===== src/rtl/serial_compare_ctrl_pkg.sv =====
// Shared constants for the serial comparator: state encodings and default operand width.
// Imported by the RTL and by the testbench so both agree on encodings.
package serial_compare_ctrl_pkg;

    localparam int unsigned DefaultW = 8;

    typedef enum logic [1:0] {
        StIdle    = 2'd0,
        StCompare = 2'd1,
        StDone    = 2'd2
    } state_e;

endpackage


===== src/rtl/serial_compare_ctrl_bitcmp.sv =====
// 1-bit magnitude comparator: k = (a <= b), l = (a >= b).
// Both high means equal; exactly one high gives the ordering.
module serial_compare_ctrl_bitcmp (
    input  logic a,
    input  logic b,
    output logic k,
    output logic l
);

    assign k = ~a | b;
    assign l = a | ~b;

endmodule


===== src/rtl/serial_compare_ctrl.sv =====
// Bit-serial MSB-first unsigned comparator: captures A/B on START, examines one bit per cycle
// and reports GT/EQ/LT with a one-cycle DONE pulse.
module serial_compare_ctrl
    import serial_compare_ctrl_pkg::*;
#(
    parameter int unsigned W = DefaultW
) (
    input  logic         CLK,
    input  logic         RST_N,
    input  logic         START,
    input  logic [W-1:0] A,
    input  logic [W-1:0] B,
    output logic         BUSY,
    output logic         DONE,
    output logic         GT,
    output logic         EQ,
    output logic         LT
);

    localparam int unsigned IdxW = $clog2(W);

    state_e          state_q, state_d;
    logic [W-1:0]    a_q, a_d;
    logic [W-1:0]    b_q, b_d;
    logic [IdxW-1:0] idx_q, idx_d;
    logic            gt_q, gt_d;
    logic            eq_q, eq_d;
    logic            lt_q, lt_d;
    logic            bit_k;
    logic            bit_l;

    serial_compare_ctrl_bitcmp u_bitcmp (
        .a (a_q[W-1]),
        .b (b_q[W-1]),
        .k (bit_k),
        .l (bit_l)
    );

    always_comb begin
        state_d = state_q;
        a_d     = a_q;
        b_d     = b_q;
        idx_d   = idx_q;
        gt_d    = gt_q;
        eq_d    = eq_q;
        lt_d    = lt_q;

        case (state_q)
            StIdle: begin
                if (START) begin
                    a_d     = A;
                    b_d     = B;
                    idx_d   = IdxW'(W - 1);
                    gt_d    = 1'b0;
                    eq_d    = 1'b0;
                    lt_d    = 1'b0;
                    state_d = StCompare;
                end
            end
            StCompare: begin
                if (bit_k && bit_l) begin
                    // Equal bit: index 0 terminates, otherwise move to the next lower bit.
                    if (idx_q == '0) begin
                        eq_d    = 1'b1;
                        state_d = StDone;
                    end else begin
                        idx_d = idx_q - IdxW'(1);
                        a_d   = {a_q[W-2:0], 1'b0};
                        b_d   = {b_q[W-2:0], 1'b0};
                    end
                end else begin
                    gt_d    = bit_l;
                    lt_d    = bit_k;
                    state_d = StDone;
                end
            end
            StDone: begin
                state_d = StIdle;
            end
            default: begin
                state_d = StIdle;
            end
        endcase
    end

    always_ff @(posedge CLK or negedge RST_N) begin
        if (!RST_N) begin
            state_q <= StIdle;
            a_q     <= '0;
            b_q     <= '0;
            idx_q   <= '0;
            gt_q    <= 1'b0;
            eq_q    <= 1'b0;
            lt_q    <= 1'b0;
        end else begin
            state_q <= state_d;
            a_q     <= a_d;
            b_q     <= b_d;
            idx_q   <= idx_d;
            gt_q    <= gt_d;
            eq_q    <= eq_d;
            lt_q    <= lt_d;
        end
    end

    assign BUSY = (state_q != StIdle);
    assign DONE = (state_q == StDone);
    assign GT   = gt_q;
    assign EQ   = eq_q;
    assign LT   = lt_q;

endmodule


===== config.mk =====
export PLATFORM = sky130hd
export DESIGN_NAME = serial_compare_ctrl
export DESIGN_NICKNAME = d
export VERILOG_FILES = /design/src/rtl/serial_compare_ctrl_pkg.sv /design/src/rtl/serial_compare_ctrl_bitcmp.sv /design/src/rtl/serial_compare_ctrl.sv
export SDC_FILE = /design/constraint.sdc
export NUM_CORES = 1
export LEC_CHECK = 0
export CORE_MARGIN = 5
export CORE_UTILIZATION = 55
export CTS_CLUSTER_DIAMETER = 40
export DETAILED_ROUTE_END_ITERATION = 6
export GPL_TIMING_DRIVEN = 0
export PLACE_DENSITY = 0.86
export SETUP_SLACK_MARGIN = 0.02
export SYNTH_ARGS = -nofsm -noshare
export SYNTH_HDL_FRONTEND = slang
export SYNTH_SLANG_ARGS = --single-unit

===== constraint.sdc =====
create_clock -name CLK -period 3.8 [get_ports CLK]
set_clock_uncertainty 0.15 [all_clocks]
set_input_delay 0.76 -clock CLK [delete_from_list [all_inputs] [get_ports CLK]]
set_output_delay 0.76 -clock CLK [all_outputs]
set_load 0.02 [all_outputs]

Word level (Yosys, flattened, before mapping)
Index checks and enable logic that the tools add are counted.
W data, S select, Z words.
{"block": "classes", "add_sub_neg": 1, "eq_ne": 8, "mux": 24, "bitwise": 4, "reduce_logical": 9}
{"op": "$mux W8", "n": 6}
{"op": "$pmux W8 S2", "n": 2}
{"op": "$ne A2 B2 Y1 const B", "n": 5}
{"op": "$mux W3", "n": 3}
{"op": "$reduce_and A4 Y1", "n": 2}
{"op": "$mux W2", "n": 3}
{"op": "$pmux W1 S2", "n": 3}
{"op": "$pmux W3 S2", "n": 1}
{"op": "$mux W1", "n": 5}
{"op": "$pmux W2 S2", "n": 1}
{"op": "$reduce_bool A2 Y1", "n": 2}
{"op": "$logic_not A3 Y1", "n": 1}
{"op": "$ne A3 B3 Y1 const B", "n": 1}
{"op": "$reduce_and A3 Y1", "n": 1}
{"op": "$sub A3 B1 Y3 const B", "n": 1}
{"op": "$eq A2 B1 Y1 const B", "n": 1}
{"op": "$eq A2 B2 Y1 const B", "n": 1}
{"op": "$logic_not A2 Y1", "n": 1}
{"op": "$not A1 Y1", "n": 2}
{"op": "$or A1 B1 Y1", "n": 2}
{"op": "$reduce_and A2 Y1", "n": 1}
{"op": "$logic_and A1 B1 Y1", "n": 1}
{"block": "word_totals", "regBits": 24, "in_bits": 19, "out_inout_bits": 5, "word_cells": 53}

Longest topological paths before layout
Gate-level depths: netlist of run 1.
{"block": "logic_depth", "depth_word": 5, "depth_mapped": 6, "mapped_depth_nobuf": 5}

Hierarchy
From an unflattened synthesis of run 1, not the netlist that was laid out.
{"block": "unflattened", "hier_cells": 92, "area_unflattened_um2": 1300.0}
{"module": "serial_compare_ctrl", "n_inst": 1, "cells_each": 90, "area_each_um2": 1287.5, "seq_area_each_um2": 600.6}
{"module": "serial_compare_ctrl_bitcmp", "n_inst": 1, "cells_each": 2, "area_each_um2": 12.5, "seq_area_each_um2": 0.0}

Least setup slack after synthesis of run 1
No wires, ideal clock.
{"block": "synth_path", "kind": "register to output", "from": "register state_q[0]", "to": "output port BUSY", "arrival_ns": 1.055, "required_ns": 2.890, "path_slack_ns": 1.835, "stages_incl_launch_ff": 4, "path_buffers": 2, "cell_sequence": "dfrtp_1 > buf_4 > clkbuf_1 > or2_2"}
{"block": "synth_between", "elab_chain_cells": 1}
{"element": "start: declaration", "line": "serial_compare_ctrl.sv:22", "text": "state_e state_q, state_d;"}
{"element": "start signal: assignment", "line": "serial_compare_ctrl.sv:88", "text": "state_q <= StIdle;"}
{"element": "start signal: assignment", "line": "serial_compare_ctrl.sv:96", "text": "state_q <= state_d;"}
{"element": "$reduce_bool A2 Y1", "line": "serial_compare_ctrl.sv:106", "text": "assign BUSY = (state_q != StIdle);"}
{"element": "end: declaration", "line": "serial_compare_ctrl.sv:13", "text": "output logic BUSY,"}
No other way between the ends.

Worst setup path in the final report of run 1
Ends and elaborated chain as after synthesis.

==> results of run 1 <==
## per-layer routing
metal,vias to the layer above,GRT usage
met5,-,0
met4,0,0.0615
met3,2,0.0349
met2,40,0.326
met1,561,0.269
li1,562,-
## logic make-up after synthesis
group           after synthesis
buf+inv                      15
flops                        24
simple gates                 68
compound gates               33
fa+ha+maj                     4
## power by group
group	internal, W	switching (W)
clock	0.000107	0.0000807
combinational	0.000307	0.000368
sequential	0.000373	0.0000829
total	0.000787	0.000532
## state kept, by name, indices dropped and copies added, names as in the netlist
name and count:
b_q 8, a_q 8, LT 1, idx_q 3
state_q 2, GT 1, EQ 1
## path summary, 6_finish.rpt
check | from | end
worst min-delay path | idx_q[0] | idx_q[0]
worst min register to register | idx_q[0] | idx_q[0]
min in group asynchronous | RST_N | b_q[0]
max in group asynchronous | RST_N | b_q[4]
worst max register to register | idx_q[0] | a_q[2]
worst max-delay path | state_q[0] | BUSY
## synth_stat cells (all sizes together) (2+ instances only)
library cell,instances,area share
a211oi,12,0.071
a21oi,2,0.0075
a22o,2,0.013
a22oi,3,0.017
a311oi,4,0.026
buf,9,0.050
dfrtp,24,0.45
ha,4,0.037
inv,5,0.014
nand2,8,0.022
nand2b,3,0.014
nor2,29,0.083
nor2b,5,0.023
nor3,14,0.052
o21ai,3,0.011
o221ai,2,0.013
o31ai,2,0.011
## stage by stage
step | cell area [µm²] | total power (W) | cells | utilization | hold WS, ns
detailed placement | 1600 | 0.00113 | 195 | 0.705 | 0.362
CTS | 1660 | 0.00132 | 199 | 0.728 | 0.380
global placement | 1600 | 0.00109 | 195 | 0.705 | 0.346
finish | 1660 | 0.00132 | 199 | 0.728 | 0.382
global route | 1660 | 0.00142 | 199 | 0.728 | 0.435
floorplan | 1340 | 0.000936 | 144 | - | 0.314
## placed cells by master, fill, tap and decap left out, types with 2 or more instances in the layout
| cell type | count |
|---|---|
| a21oi_1 | 2 |
| inv_1 | 5 |
| nand2_1 | 8 |
| buf_2 | 3 |
| a211oi_1 | 11 |
| a311oi_1 | 4 |
| o31ai_1 | 2 |
| nand2b_1 | 3 |
| nor3_1 | 14 |
| clkdlybuf4s50_1 | 23 |
| o221ai_1 | 2 |
| a22oi_1 | 3 |
| clkbuf_4 | 3 |
| dfrtp_1 | 24 |
| o21ai_0 | 3 |
| a22o_1 | 2 |
| buf_6 | 2 |
| buf_4 | 4 |
| nor2b_1 | 5 |
| ha_1 | 4 |
| nor2_1 | 28 |
## cell type report
cell class | count | area share
clock inverters | 1 | 0.0181
repair buffers | 23 | 0.139
well taps | 28 | 0.0211
inverters | 5 | 0.0113
plain buffers | 10 | 0.0431
multi-input cells | 105 | 0.391
clock buffers | 3 | 0.0136
flip-flops and latches | 24 | 0.363
==> run summary, run 1 <==
Measured in cells, the most critical reg-to-reg path has a length of 6. By startpoint and endpoint, the worst setup path is classified as flip-flop to primary output. The run gives 0.854 ns as the least setup slack across all paths after layout. The row count was 17. The share of synthesized registers carrying an async set or reset works out to 1.00. The most used flip-flop cell after synthesis is dfrtp_1. After detailed routing, the number of remaining DRC violations is 0. The core region is 0.00228 mm². The number of vias after detailed routing came out at 1,165.

Summing all flip-flop and latch instances after layout gives 601 µm². The number of synthesized flops with an enable pin is 0, and the leakage dissipation is 0.697 nW. The logs give 0.00352 mm² for the overall die area and 35 for the violation count after the first detailed-routing iteration. Summing all multi-input logic gate instances after layout gives 648 µm².

The tools report the last weighted congestion value of the routability-driven placer as 0.766. The detailed router put a total of 1380 µm of wire on met1. The simple-gate area share of the yosys netlist is 0.259, and the mux share of post-synthesis cell area is 0. The average size of a mapped cell came out at 9.30 µm².

The clock passes through at most 2 buffers. Post-synthesis to final-layout area growth: 23.7%. The fraction of the mapped netlist area in adder cells was 0.0374; the post-route antenna net violation count was 0.

The post-CTS setup buffer count was 0; the total negative slack was 0 ns. The logs give 195 for the final layout net count and 0.32 ns for the insertion delay of the later-clocked pin in the worst-skew pair. For the iteration count of the initial detailed-routing pass, the log shows 4. Max-slew headroom at the worst pin: 0.264. The number of gates given a new drive strength after cts was 0. The tool flagged a number of max-cap violations equal to 0. The via count of the first global-routing pass was 1,172; the first-pass GRT wire length was 5400 µm. The fraction of layout instances using a drive strength above 1 is 0.117, and the critical path arrival is 2.04 ns. For the initial antenna violation count, the log shows 0.

The largest fanout on the critical path is 10, and the highest clock frequency the design can meet is 0.339 GHz. The wire-length estimate of the detail-placed layout is 2220 µm. Entering global routing, the biggest net connects 25 pins.

The required time at the worst-slack endpoint is 2.89 ns, and the part of the Yosys area used for sequential elements is 0.449. On the critical path the largest part of the delay comes from buffers and inverters. Setup repair after global routing left no endpoint under its margin. Synthesis produced a netlist with a net count of 167. The critical path startpoint category was a flip-flop. Counting flops and latches in the post-synthesis netlist gives 24. TritonCTS built the clock tree. The flow ran to the end, and the final reports show no timing, DRC or antenna violations.

The largest single stage delay on the critical path is 0.60 ns. The number of hold buffers added after CTS was 0. The signal on the critical path passes through buf_4, clkbuf_1, or2_2, clkdlybuf4s50_1. The setup check on the worst reg-to-reg path leaves a slack of 1.86 ns.

Across the VDD grid, the largest voltage drop is 0.535 mV. The critical path contains buffers and inverters numbering 3 combined. The tools report the final setup violation count as 0. The tools report the fill cell total of the finished layout as 175. The final clock period utilization by the worst path was 0.775; the actual transition at the worst max-transition pin was 1.10 ns. The xor-xnor portion of the synthesized cell area was 0; the aggregate global-route resource usage was 0.200.

The cell depth of the worst setup path works out to 4. For this run, the number of Yosys warnings is 0. For the depth of the CTS H-tree, the log shows 1. For the number of max-slew violations in the final report, the log shows 0. The met3 layer wire length in the routed design was 186 µm. The initial core utilization is 0.588, and the instance count along the most critical hold path is 1.

The root buffer cell chosen for the clock tree is clkbuf_4. Number of cells produced by synthesis: 144. Wire segments on met2 add up to 1560 µm in the final route.

Measured along the x axis, the die boundary spans 59.3 µm. The die is 59.3 µm tall. Highest metal layer with signal wires: met4. The run gives 24 as the top-level I/O count. Clock-pin slew was measured on the worst setup and hold paths at 0.13 ns. The post-layout minimum cycle time was 2.95 ns; the total power density per cell area was 796 mW/mm². Dividing the detail-routed wire length by the instance count gives 15.8 µm. Using the TritonRoute via totals, the vias-per-cell ratio works out to 5.85. The dominant combinational cell family by area after synthesis is simple AND/OR/NAND/NOR gates.

Sort of element at the end of the critical path: a primary output. The logs give 1.25 ns for the worst setup slack after placement and 34 for the number of unique standard cell types used by synthesis. In this run the worst hold path is classified as flip-flop to flip-flop. Global routing finished with a remaining overflow of 0.

The post-synthesis compound-gate area fraction was 0.188. During placement, the flow inserted port buffers numbering 23. For the synthesized area, the log shows 0.00134 mm². The slowest library cell on the worst path is clkdlybuf4s50_1. The final antenna diode count is 0. The logs give 0 for the number of failing hold endpoints at the final stage and 24 for the clock net sink count. Buffers inserted during clock tree synthesis total 3. After detailed routing, the total wire length is 3140 µm.
Note: power is estimated with default switching activity, not from simulation.
==> run 2: changes to the inputs <==
- CORE_UTILIZATION: 55 -> 51
- PLACE_DENSITY: 0.86 -> 0.81
- clock period: 3.8 -> 3 ns (I/O delays scaled with it)
==> run summary, run 2 (synthesis results as in run 1) <==
The post-route total power is 0.00166 W (+26%), and the pin count of the biggest net entering global routing is 25 (unchanged). The longest individual stage delay on the worst path is 0.59 ns (about the same), and the proportion of power drawn by the clock network is 0.145 (+0.003). The total power density per cell area works out to 1000 mW/mm² (+26%). The vertical die dimension was 61.2 µm (+3.2%); the count of input and output buffers was 23 (unchanged).

The post-route antenna net violation count is 0 (unchanged), and the overall die area is 0.00375 mm² (+6.5%). Final setup violation count: 0 (unchanged). The largest fanout on the critical path works out to 10 (unchanged).

The logs give 0.774 (+1.1%) for the last weighted congestion value of the routability-driven placer and 2130 µm (-4.2%) for the placed wire-length estimate. The tools report the top-level I/O count as 24 (unchanged). Instance count along the most critical hold path: 1 (unchanged). Clock edge transition at the registers on the reported setup and hold paths: 0.14 ns (about the same). For the iteration count of the initial detailed-routing pass, the log shows 5 (+1). The sort of element at the end of the critical path was a primary output.

The number of cells in the finished layout apart from fillers was 201 (+1.0%). The actual transition at the worst max-transition pin works out to 1.10 ns (+0.00176 ns). The tools report the max-slew headroom at the worst pin as 0.263 (-0.00117).

The average vias per placed instance came out at 5.60 (-4.4%). The tools report the final antenna diode count as 0 (unchanged). For the depth of the CTS H-tree, the log shows 1 (unchanged). The tree is rooted in a clkbuf_4.

In the layout the commonest cells are 28 x nor2_1, 24 x dfrtp_1, 23 x clkdlybuf4s50_1, 14 x nor3_1, 11 x a211oi_1. For the number of vias after detailed routing, the log shows 1,125 (-3.4%). The tools report the violation count after the first detailed-routing iteration as 45 (+29%). The tools report the initial core utilization as 0.536 (-0.0527).

The internal power contribution is 0.000997 W (+27%). The tools report the number of DRC violations after detailed routing as 0 (unchanged). The run gives 2960 µm (-5.9%) as the total wirelength of the detailed-routed design. The number of max-slew violations in the final report came out at 0 (unchanged). The aggregate global-route resource usage is 0.177 (-0.0230). The number of failing hold endpoints at the final stage is 0 (unchanged), and the maximum resistive drop on vdd is 0.569 mV (+6.3%).

The run gives 0.697 nW (unchanged) as the leakage dissipation. The first-pass GRT wire length is 4950 µm (-8.4%), and the highest clock frequency the design can meet is 0.358 GHz. The logs give 24 (unchanged) for the clock net sink count and 0 ns (unchanged) for the total negative slack. The number of buffer and inverter instances along the worst setup path was 3 (unchanged); the required time at the worst-slack endpoint was 2.25 ns (-0.64 ns). TritonCTS built the clock tree.

For the maximum root-to-sink buffer count, the log shows 2 (unchanged). The via count of the first global-routing pass was 1,090 (-7.0%); the post-synthesis to final-layout area growth was 23.9%. The number of gates given a new drive strength after cts was 0 (unchanged); the cell area reported after detailed placement was 0.00161 mm² (+0.16%). The slowest library cell on the worst path was clkdlybuf4s50_1. Classification of the worst setup path: flip-flop to primary output.

The post-layout minimum cycle time was 2.79 ns. The critical path arrival was 2.04 ns (about the same). The tools report the number of placed instances, taps included as 197 (+1.0%).

The run gives 0 (unchanged) as the initial antenna violation count. The tools report the row count as 18 (+1). The average wire length per cell after detail routing came out at 14.7 µm (-6.8%).

Startpoint of the most critical register-to-register path: idx_q[0]. The critical path launch point is state_q[0]. The TritonCTS buffer count was 3 (unchanged); the total non-filler cell area in the finished layout was 0.00166 mm² (+0.15%). The max-capacitance violation count was 0 (unchanged); the fill cell total of the finished layout was 207 (+18%). The portion of total power attributed to sequential cells was 0.346 (about the same); the fraction of layout instances using a drive strength above 1 was 0.117 (unchanged). The tools report the final layout net count as 195 (unchanged). The most common library cell in the layout ignoring fill and taps is nor2_1. The tools report the total congestion overflow as 0 (unchanged).

The largest registers in the layout are a_q (8), b_q (8), idx_q (3). The die outline width came out at 61.2 µm (+3.2%). The insertion delay of the later-clocked pin in the worst-skew pair is 0.33 ns (about the same). The run gives 0 (unchanged) as the total of hold buffers inserted after clock tree synthesis. The source of the worst hold timing path is idx_q[0]. Setup repair after global routing left no endpoint under its margin.

Broken down by cell family, the worst path's largest delay share belongs to buffers and inverters. The post-CTS setup buffer count was 0 (unchanged); the number of cells traversed by the worst register-to-register path was 6 (unchanged). The final clock period utilization by the worst path is 0.931, and the net switching power figure is 0.000666 W (+25%). The switching power share of the total was 0.400 (-0.00301). The flow ran to the end, and the final reports show no timing, DRC or antenna violations. Walking the worst path, the cells encountered are buf_4, clkbuf_1, or2_2, clkdlybuf4s50_1. The worst min-delay path category is flip-flop to flip-flop.

The cell depth of the worst setup path was 4 (unchanged). For the combinational cell fraction of total power, the log shows 0.509 (-0.003). The tools report the critical path startpoint category as a flip-flop. The run gives 0.00250 mm² (+9.8%) as the placeable core region.
## run 2: cell counts in the layout (fill, tap and decap cells not counted)
No cell type changed its count.
## run 2: through the flow
| stage | hold slack, ns | utilization | worst slack [ns] |
|---|---|---|---|
| after CTS | 0.375 | 0.664 | 0.222 |
| final | 0.370 | 0.664 | 0.207 |
| after global routing | 0.409 | 0.664 | 0.140 |
| after floorplan | 0.154 | - | 1.19 |
| after global placement | 0.347 | 0.643 | 0.635 |
| after detailed placement | 0.357 | 0.643 | 0.614 |
## run 2: layout make-up
| class | count | area, µm² | share of cell area |
|---|---|---|---|
| Multi-Input combinational cell | 105 | 648 | 0.391 |
| Sequential cell | 24 | 601 | 0.362 |
| Timing Repair Buffer | 23 | 230 | 0.139 |
| Buffer | 10 | 71.3 | 0.0430 |
| Tap cell | 30 | 37.5 | 0.0226 |
| Clock inverter | 1 | 30.0 | 0.0181 |
| Clock buffer | 3 | 22.5 | 0.0136 |
| Inverter | 5 | 18.8 | 0.0113 |
## run 2: worst register-to-register path, cell delays in order (launching register included)
cell and delay (ns):
dfrtp_1 0.43, inv_1 0.08, ha_1 0.18, nor2b_1 0.37
buf_2 0.30, nor3_1 0.08, a211oi_1 0.23
## run 2: final timing paths
check	slack, ns	end
max in group asynchronous	1.35	b_q[6]
setup reg to reg	1.09	a_q[2]
min in group asynchronous	0.70	b_q[7]
hold / removal	0.37	idx_q[0]
setup / recovery	0.21	BUSY
hold reg to reg	0.37	idx_q[0]
## run 2: per-layer routing
layer	part of all wire	global-route usage	wire, µm
met1	0.47	0.241	1380
met2	0.47	0.284	1390
met3	0.047	0.0356	139
met4	0.014	0.0557	42
met5	0	0	0
## run 2: power groups by stage
stage / clock network [W] / logic [W] / registers (W)
6_report: 0.000242 / 0.000846 / 0.000575
5_1_grt: 0.000253 / 0.000938 / 0.000592
4_1_cts: 0.000245 / 0.000851 / 0.000574
3_5_place_dp: 0 / 0.000842 / 0.000581
3_3_place_gp: 0 / 0.000814 / 0.000573
2_1_floorplan: 0 / 0.000613 / 0.000574
==> run 3: changes to the inputs <==
- RECOVER_POWER: unset -> 100
==> run summary, run 3 (synthesis results as in run 1) <==
The count of input and output buffers came out at 23 (unchanged). For the total of hold buffers inserted after clock tree synthesis, the log shows 0 (unchanged). The library cell used most frequently in the layout, excluding fill and tap cells, is nor2_1. For the first-pass GRT wire length, the log shows 4950 µm (unchanged). The run finished with clean final reports. The clock edge transition at the registers on the reported setup and hold paths was 0.14 ns (about the same).

The run gives 3 (unchanged) as the TritonCTS buffer count. In this run the worst setup path begins at state_q[0]. The required time at the worst-slack endpoint is 2.25 ns (about the same). The final antenna diode count is 0 (unchanged).

The highest clock frequency the design can meet came out at 0.361 GHz (+0.71%). Pin count of the biggest net entering global routing: 25 (unchanged). The depth of the CTS H-tree came out at 1 (unchanged).

The row count was 18 (unchanged). The startpoint identified for the worst register-to-register timing path is idx_q[0]. The clock net sink count is 24 (unchanged).

The critical path is of the flip-flop to primary output type. The post-route antenna net violation count was 0 (unchanged). The tree is rooted in a clkbuf_4. For the critical path arrival, the log shows 2.02 ns (-0.02 ns). The leakage dissipation was 0.685 nW (-1.8%). The aggregate global-route resource usage was 0.177 (unchanged). The initial core utilization is 0.536 (unchanged). The tools report the reg-to-reg setup timing slack as 0.94 ns (-0.15 ns). STA classifies the critical path startpoint as a flip-flop. The maximum root-to-sink buffer count was 2 (unchanged); the number of failing hold endpoints at the final stage was 0 (unchanged). The final setup violation count is 0 (unchanged). The die outline width works out to 61.2 µm (unchanged). The post-CTS setup buffer count came out at 0 (unchanged).

The placeable core region came out at 0.00250 mm² (unchanged). The tools report the last weighted congestion value of the routability-driven placer as 0.774 (unchanged). The number of gates given a new drive strength after cts was 0 (unchanged); the number of max-slew violations in the final report was 0 (unchanged).

For the final layout net count, the log shows 195 (unchanged). The overall die area came out at 0.00375 mm² (unchanged). The violation count after the first detailed-routing iteration is 36 (-20%), and the actual transition at the worst max-transition pin is 1.09 ns (-0.0101 ns). In the layout the commonest cells are 28 x nor2_1, 24 x dfrtp_1, 17 x clkdlybuf4s50_1, 14 x nor3_1, 11 x a211oi_1.

STA classifies the critical path endpoint as a primary output. The tools report the insertion delay of the later-clocked pin in the worst-skew pair as 0.33 ns (about the same). The number of DRC violations after detailed routing was 0 (unchanged). Setup repair after global routing left no endpoint under its margin. The max-slew headroom at the worst pin came out at 0.270 (+0.00664).

The average wire length per cell after detail routing works out to 14.6 µm (-0.57%). TritonCTS built the clock tree. The post-layout minimum cycle time was 2.77 ns (-0.0198 ns); the total power density per cell area was 994 mW/mm² (-0.79%). The max-capacitance violation count came out at 0 (unchanged). The worst hold-check slack was 0.369 ns (-0.000658 ns); the largest fanout on the critical path was 10 (unchanged). The min-delay analysis places its worst path in the category flip-flop to flip-flop. The maximum resistive drop on vdd is 0.562 mV (-1.2%), and the post-synthesis to final-layout area growth is 21.8%.

The tools report the fill cell total of the finished layout as 213 (+2.9%). The final clock period utilization by the worst path works out to 0.924 (-0.00661). The vertical die dimension came out at 61.2 µm (unchanged). In this run the worst setup path terminates at BUSY. The run gives 1,090 (unchanged) as the via count of the first global-routing pass.

The tools report the number of vias after detailed routing as 1,122 (-0.27%). The post-route total power came out at 0.00162 W (-2.5%). The iteration count of the initial detailed-routing pass was 4 (-1); the initial antenna violation count was 0 (unchanged). The average vias per placed instance was 5.58 (-0.27%).

The number of cells traversed by the worst register-to-register path came out at 6 (unchanged). The total congestion overflow came out at 0 (unchanged). The utilization of the core after routing was 0.652 (-0.0115). The largest registers in the layout are a_q (8), b_q (8), idx_q (3). The total negative slack is 0 ns (unchanged). The top-level I/O count was 24 (unchanged). The run gives 2940 µm (-0.57%) as the total wirelength of the detailed-routed design. Placed wire-length estimate: 2130 µm (unchanged). The tools report the critical register-to-register path endpoint as a_q[2].

The fraction of layout instances using a drive strength above 1 was 0.0819 (-0.0351).
-- run 3: changes by cell type in the layout (fill, tap and decap cells not counted), sizes merged --
cell | previous run | this run
clkdlybuf4s50 | 23 | 17
buf | 9 | 4
dlygate4sd3 | 0 | 6
clkbuf | 4 | 9
-- run 3: worst max-delay path: stages, from the launching register on --
cell             delay (ns)
dfrtp_1                0.37
buf_4                  0.16
clkbuf_1               0.38
or2_2                  0.19
clkdlybuf4s50_1        0.59
-- run 3: worst min path at each step --
stage / startpoint / end / slack [ns] / cells after the start
floorplan: RST_N / EQ / 0.15 / 0
global placement: idx_q[0] / idx_q[0] / 0.35 / 1
detailed placement: idx_q[0] / idx_q[0] / 0.36 / 1
CTS: idx_q[0] / idx_q[0] / 0.37 / 1
global route: idx_q[0] / idx_q[0] / 0.41 / 1
finish: idx_q[0] / idx_q[0] / 0.37 / 1
-- run 3: final cells by class --
cell class                 instances  area, µm²  share of cell area
tap                               30       37.5              0.0230
buffer                            10       53.8              0.0330
sequential                        24        601               0.368
clock inverter                     1       30.0              0.0184
multi-input combinational        105        637               0.391
clock buffer                       3       22.5              0.0138
inverter                           5       18.8              0.0115
timing repair buffer              23        230               0.141
-- run 3: routing by layer --
layer,global-route usage,part of all wire,routed length [µm]
met1,0.241,0.46,1360
met2,0.284,0.47,1380
met3,0.0356,0.055,161
met4,0.0557,0.014,42
met5,0,0,0
-- run 3: stage by stage --
| stage | instance area, µm² | setup WS [ns] | std cells |
|---|---|---|---|
| floorplan | 1340 | 1.19 | 144 |
| global placement | 1610 | 0.635 | 197 |
| detailed placement | 1610 | 0.614 | 197 |
| CTS | 1660 | 0.222 | 201 |
| global route | 1630 | 0.156 | 201 |
| finish | 1630 | 0.227 | 201 |
-- run 3: report_power, final --
group	internal (W)	switching [W]
sequential	0.000473	0.000100
combinational	0.000358	0.000449
clock	0.000135	0.000106
total	0.000966	0.000655
